$ cat src/rtl/and_bitwise.sv
// Registered WIDTH-bit bitwise AND with valid strobe and zero flag, one-cycle latency.
// Optional enable port is compiled in when AND_BITWISE_ENABLE_EN is defined.
module and_bitwise #(
  parameter int unsigned WIDTH = 32
) (
  input  logic             clk,
  input  logic             rst,
  input  logic [WIDTH-1:0] i_1,
  input  logic [WIDTH-1:0] i_2,
  input  logic             i_valid,
`ifdef AND_BITWISE_ENABLE_EN
  input  logic             enable,
`endif
  output logic [WIDTH-1:0] o,
  output logic             o_valid,
  output logic             o_zero
);

  logic             op_active;
  logic [WIDTH-1:0] and_res;

`ifdef AND_BITWISE_ENABLE_EN
  assign op_active = enable;
`else
  assign op_active = 1'b1;
`endif

  always_comb begin
    and_res = i_1 & i_2;
  end

  // A disabled unit presents the reset-like state so the result mux sees a clean zero.
  always_ff @(posedge clk) begin
    if (rst || !op_active) begin
      o       <= '0;
      o_valid <= 1'b0;
      o_zero  <= 1'b1;
    end else if (i_valid) begin
      o       <= and_res;
      o_valid <= 1'b1;
      o_zero  <= (and_res == '0);
    end else begin
      o_valid <= 1'b0;
    end
  end

endmodule

$ cat config.mk
export PLATFORM = sky130hd
export DESIGN_NAME = and_bitwise
export DESIGN_NICKNAME = d
export VERILOG_FILES = /design/src/rtl/and_bitwise.sv
export SDC_FILE = /design/constraint.sdc
export NUM_CORES = 1
export LEC_CHECK = 0
export ABC_CLOCK_PERIOD_IN_PS = 2700
export CORE_AREA = 4 4 69 71
export CTS_BUF_LIST = sky130_fd_sc_hd__clkbuf_4 sky130_fd_sc_hd__clkbuf_8
export CTS_CLUSTER_DIAMETER = 30
export CTS_CLUSTER_SIZE = 30
export DETAILED_ROUTE_END_ITERATION = 10
export DIE_AREA = 0 0 73 75
export GPL_TIMING_DRIVEN = 0
export PLACE_DENSITY = 0.89
export SYNTH_ARGS = -nofsm -noshare
export SYNTH_HDL_FRONTEND = slang
export SYNTH_SLANG_ARGS = --single-unit
$ cat constraint.sdc
create_clock -name clk -period 2.7 [get_ports clk]
set_clock_uncertainty 0.2 [all_clocks]
set_input_delay 0.27 -clock clk [delete_from_list [all_inputs] [get_ports clk]]
set_output_delay 0.27 -clock clk [all_outputs]
set_load 0.05 [all_outputs]
Yosys cells after proc, flatten, opt, wreduce, memory -nomap -nowiden --
Cells that the tools add are included. Widths: inputs -> output; s select.
Operators by class: muxes and demuxes 1, bitwise logic cells 1, reductions and logical operators 1
Operator list (count):
- $and 32x32->32 | 1
- $logic_not 32->1 | 1
- $mux 1 | 1
Word-level totals: bits of input ports 67, logic and storage cells 6, flip-flop bits (word level) 34, output and inout bits 34

Depth between registers and ports, before layout --
Gate-level depths: netlist (run 1).
word-level depth 2, gate-level depth with buffers 5, gate-level depth less buffers 4

Worst setup path before layout (run 1) --
OpenSTA, ideal clock, no wires.
path type in2reg, from in i_1[28], to reg o_zero, buffers on the path 0, setup slack 1.216 ns, arrival 1.197 ns, stages on the path 4, setup time 0.087 ns, data required time 2.413 ns, cell sequence a22oi_1 > nand2_1 > or4_1 > o31ai_1
On the way: word-level cells in the longest chain between the ends 2
RTL lines:
- from (decl) | RTL line 8 | input logic [WIDTH-1:0] i_1,
- $and 32x32->32 | RTL line 29 | and_res = i_1 & i_2;
- $logic_not 32->1 | RTL line 41 | o_zero <= (and_res == '0);
- to (signal assigned) | RTL line 41
- to (decl) | RTL line 16 | output logic o_zero
No other way between the ends. A chain may end at the register's enable or synchronous reset.

Final worst setup path (run 1) --
from reg o[30], to out o[30]
RTL lines:
- from (decl) | RTL line 14 | output logic [WIDTH-1:0] o,
- from (signal assigned) | RTL line 39 | o <= and_res;
No word-level cell between the ends.

==> run_results.csv, run 1 <==
group,metric,value,unit
status,outcome,"finished, final reports clean",
die,start_util,31.71,%
final_layout,fillCellCount,395,
placement,pre_cts_ws,0.6410,ns
final_layout,layout_commonest_cell,"clkdlybuf4s50_1",
global_route,antenna_found_initial,0,
detailed_routing,drc,0,
timing,min_period,1.910,ns
global_route,grt_max_degree,11,
detailed_routing,drtIter0Drc,51,
final_layout,drive_gt1_share,2.583,%
cts,cts_setup_buffers,0,
placement,place_congestion,0.7195,
worst_setup_path,slowest_stage,"clkdlybuf4s50_1",
synthesis,ys_seq_area_share,50.70,%
detailed_routing,dr.pass1.iters,4,
timing,post-route-period-util,70.73,%
final_layout,seqCellArea,680.7,sq um
detailed_routing,wl,4583,microns
timing,final_hold_viol_count,0,
synthesis,synthCells,167,
worst_setup_path,path_buf_inv,1,
pwr,p_leak,0.8641,nW
die,core-area,4234,sq um
synthesis,ys_ff_latch,34,
cts,cts_hold_buf,0,
cts,clock_path_buffers,2,
detailed_routing,vias_per_cell,4.988,
synthesis,synth_area,1343,sq um
timing,timing.fmax,523.7,MHz
worst_setup_path,end_kind,"primary output",
cts,cts_tree,"built",
die,dieArea,5475,sq um
die,die_w,73,microns
job,cap_violations,0,
cts,cts_resized,0,
worst_setup_path,crit_path_start_kind,"register",
final_layout,multi_input_area,616.8,sq um
timing,slew_headroom,64.93,%
cts,clock_latency,0.27,ns
worst_setup_path,path_max_fanout,2,
worst_setup_path,path_delay_family,"buffers and inverters",
worst_setup_path,cp.arrival,1.44,ns
pwr,p_per_area,482.4,nW/um^2
cts,cts.sinks,34,
synthesis,synth_warnings,0,
detailed_routing,wl_per_cell,14.19,microns
timing,setup_violations,0,
cts,htree_levels,2,
synthesis,avgSynthCellArea,8.039,sq um
synthesis,syn-num-nets,234,
worst_setup_path,crit_chain,"clkdlybuf4s50_1",
placement,port_buffers,98,
cts,cts_root_buf,"clkbuf_8",
global_route,overflow,0,
cts,clk_pin_slew,0.07,ns
cts,cts_buffers,5,
global_route,grt_pass1_wl,7134,microns
final_layout,layout_common_cells,"98 x clkdlybuf4s50_1, 36 x nand2_1, 34 x dfxtp_1, 32 x nand3_1, 32 x a21oi_1",
timing,fin_setup_tns,0,ns
die,io_pins,101,
placement,dp_hpwl,3708,microns
timing,worst_pin_slew,0.5245,ns
final_layout,fin_util,58.36,%
timing,grt_setup_unrepaired,"false",
worst_setup_path,cp.required,2.23,ns
worst_setup_path,worst-setup-path-type,"reg -> out",
detailed_routing,final_antenna_net_count,0,
timing,setup_ws,0.7904,ns
timing,slew_viol_final,0,
final_layout,area_growth,84.06,%
detailed_routing,vias,1611,
die,fp-row-count,24,
global_route,grtUsageTotal,16.79,%
final_layout,n_antenna_cell,0,
hold_path,min_path_type,"in -> reg",
die,die_h,75,microns
final_layout,final_nets,339,
worst_setup_path,cpPeakStageDelay,0.83,ns
synthesis,synth_cell_type_count,17,
pwr,vdd_drop_max,0.3289,mV
global_route,grt_pass1_vias,1501,
-- metal layers --
| layer | global-route usage, % | share of wire, % |
|---|---|---|
| met4 | 4.713 | 1.0 |
| met1 | 19.15 | 39 |
| met3 | 7.076 | 9.9 |
| met2 | 28.80 | 50 |
| met5 | 0 | 0 |
-- worst paths after layout --
check             startpoint  endpoint  slack (ns)  cells past startpoint
setup reg to reg       o[26]     o[26]        1.85                      2
setup / recovery       o[30]     o[30]        0.79                      1
hold / removal           rst     o[29]        0.13                      2
hold reg to reg        o[29]     o[29]        0.26                      2
-- synthesized netlist by cell type --
library cell  count  area [sq um]
nand4_1           1         6.260
o31ai_1           1         7.510
a22oi_1           9         67.56
dfxtp_1          34         680.7
buf_1             1         3.750
a21oi_1          32         160.2
nand3_1          32         160.2
a221oi_1          2         17.52
a22oi_2           1         12.51
a222oi_1          1         10.01
a211oi_1          1         7.510
nor2_1            2         7.510
a22o_1            2         17.52
clkbuf_1         10         37.54
or4_1             1         7.510
nand2_1          36         135.1
inv_1             1         3.750
-- registers in the layout, summed over array words and instances, names as in the netlist --
signal,cells
o_valid,1
o,32
o_zero,1
-- stage by stage --
step	instances	power, mW	area, sq um	hold WS, ns
after global placement	317	0.8330	2389	0.2433
after detailed placement	317	0.8381	2389	0.2543
after CTS	323	1.206	2471	0.1216
after floorplan	167	0.6723	1343	0.2329
after global routing	323	1.245	2471	0.1459
final	323	1.192	2471	0.1305
-- area by class of cell --
cell class,instances,area share [%]
well taps,52,2.633
flip-flops and latches,34,27.54
repair buffers,98,39.70
inverters,1,0.1519
multi-input cells,121,24.96
clock buffers,6,3.342
plain buffers,11,1.671
-- logic make-up after synthesis --
group / share of synthesized area [%]
buffers and inverters: 3.355
AOI/OAI and AO/OA: 22.37
DFF: 50.70
and+or+nand+nor: 23.58
-- power breakdown --
part	switching [mW]	internal, mW	leakage [nW]
Combinational	0.150	0.143	0.543
Clock	0.171	0.197	0.0431
Sequential	0.00957	0.522	0.278
(Power assumes the default switching activity.)
==> run 2, diff against run 1 <==
Settings changed: ABC_CLOCK_PERIOD_IN_PS 2700 to 1500, CORE_AREA 4 4 69 71 to 4 4 71 73, DIE_AREA 0 0 73 75 to 0 0 75 77, PLACE_DENSITY 0.89 to 0.88.
Clock period 2.7 ns to 1.5 ns, I/O delays scaled along.
==> run 2 against run 1 <==
The flow now finishes with violations (hold timing). Sequential cell count did not move. Clock power grew 77%. Utilization shrank 2.6 points. Sequential power grew 80%. Sequential share of layout area up 0.48 points. Wire length rose by 4.6%. Final area down 1.7%. Power up 76%. Global-route usage down 0.56 points. Worst hold slack worse by 0.14 ns. Count of clock-buffer cells in the layout unchanged. Largest cell class unchanged.
==> run_results.csv, run 2 (same netlist as run 1, synthesis figures left out) <==
group,metric,value,unit
status,outcome,"complete, but fails checks",
status,violations,"hold timing",
final_layout,n_antenna_cell,0,
cts,cts_tree,"built",
timing,post-route-period-util,98.52,%
timing,final_hold_viol_count,2,
timing,min_period,1.478,ns
cts,htree_levels,2,
worst_setup_path,path_delay_family,"buffers and inverters",
pwr,vdd_drop_max,0.4613,mV
placement,dp.cells,317,
detailed_routing,drtIter0Drc,61,
cts,cts_setup_buffers,0,
worst_setup_path,worst-setup-path-type,"reg -> out",
placement,place_congestion,0.7799,
final_layout,area_growth,80.89,%
die,start_util,30.83,%
worst_setup_path,path_max_fanout,2,
timing,worst_pin_slew,0.5113,ns
worst_setup_path,crit_path_start_kind,"register",
pwr,power,2.097,mW
final_layout,top_register,"o",
cts,clock_path_buffers,2,
timing,slew_headroom,66.05,%
detailed_routing,final_antenna_net_count,0,
global_route,grtUsageTotal,16.23,%
pwr,p_per_area,863.6,nW/um^2
final_layout,fin_area,2429,sq um
final_layout,drive_gt1_share,10.70,%
final_layout,layout_commonest_cell,"nand2_1",
die,die_h,77,microns
worst_setup_path,slowest_stage,"clkdlybuf4s15_1",
final_layout,fin_util,55.78,%
job,cap_violations,0,
global_route,grt_pass1_vias,1594,
global_route,overflow,0,
die,fp-row-count,24,
detailed_routing,vias_per_cell,4.963,
final_layout,final_nets,339,
placement,dpl-instance-area,2389,sq um
worst_setup_path,end_kind,"primary output",
timing,setup_violations,0,
timing,fin_setup_tns,0,ns
worst_setup_path,crit_chain,"clkdlybuf4s15_1",
cts,clock_latency,0.28,ns
cts,cts.sinks,34,
detailed_routing,dr.pass1.iters,4,
die,io_pins,101,
cts,cts_root_buf,"clkbuf_8",
die,dieArea,5775,sq um
final_layout,final_cells,323,
detailed_routing,vias,1603,
detailed_routing,wl_per_cell,14.84,microns
final_layout,largest_register_ffs,32,
worst_setup_path,path_buf_inv,1,
timing,grt_setup_unrepaired,"true",
hold_path,min_path_type,"in -> reg",
detailed_routing,drc,0,
detailed_routing,wl,4794,microns
timing,slew_viol_final,0,
global_route,antenna_found_initial,0,
worst_setup_path,cp.required,1.15,ns
placement,dp_hpwl,3829,microns
worst_setup_path,cp.arrival,1.13,ns
worst_setup_path,cpPeakStageDelay,0.51,ns
timing,hold_ws,-0.01402,ns
global_route,grt_pass1_wl,7141,microns
cts,clk_pin_slew,0.07,ns
pwr,p_leak,1.014,nW
final_layout,reg.largest.list,"o x32, o_valid x1, o_zero x1",
global_route,grt_max_degree,11,
placement,port_buffers,98,
final_layout,layout_common_cells,"36 x nand2_1, 34 x dfxtp_1, 32 x a21oi_1, 32 x clkdlybuf4s50_1, 31 x nand3_1",
cts,cts_buffers,5,
die,die_w,75,microns
die,core-area,4354,sq um
timing,timing.fmax,676.7,MHz
## run 2: layout make-up
type,instances,area [sq um]
plain buffers,11,41.29
clock buffers,6,82.58
fillers,408,1926
inverters,1,3.754
multi-input cells,121,660.6
flip-flops and latches,34,680.7
well taps,52,65.06
repair buffers,98,894.6
## run 2: power by group
group	internal, mW	switching [mW]
Clock	0.353	0.297
Sequential	0.940	0.0171
Combinational	0.211	0.280
## run 2: final timing paths
path         slack, ns     from  cells after the start  endpoint
min              -0.01  i_2[30]                      3     o[30]
max               0.02     o[1]                      1      o[1]
min reg2reg       0.26    o[29]                      2     o[29]
max reg2reg       0.53   o_zero                      2    o_zero
## run 2: worst reg2reg max path: stages, from the launching register on
cell and delay (ns):
dfxtp_1 0.31, a21oi_1 0.23, o31ai_4 0.10
## run 2: routing by layer
layer	share of wire (%)	global-route usage [%]
met5	0	0
met4	1.5	6.406
met3	8.4	4.837
met2	51	28.66
met1	39	17.51
## run 2: per-stage QoR
| step | setup WS, ns | hold WS [ns] |
|---|---|---|
| after detailed placement | -0.4773 | 0.2510 |
| final | 0.02223 | -0.01402 |
| after floorplan | 0.1361 | 0.1129 |
| after global routing | -0.02085 | 0.01784 |
| after CTS | 0.0004280 | 0.002978 |
| after global placement | -0.4188 | 0.2460 |
## run 2: timing repair
| item | CTS | global route |
|---|---|---|
| hold buffers | 0 | 0 |
| endpoints found under the setup margin | 35 | 25 |
| resized for setup | 84 | 36 |
| pin swaps | 13 | 7 |
| hold endpoints to repair | 0 | 0 |
==> run 3, diff against run 2 <==
Settings changed: CAP_MARGIN set to 0.
==> results of run 3 <==
The final DEF is identical to that of run 2; final timing and power are the same.
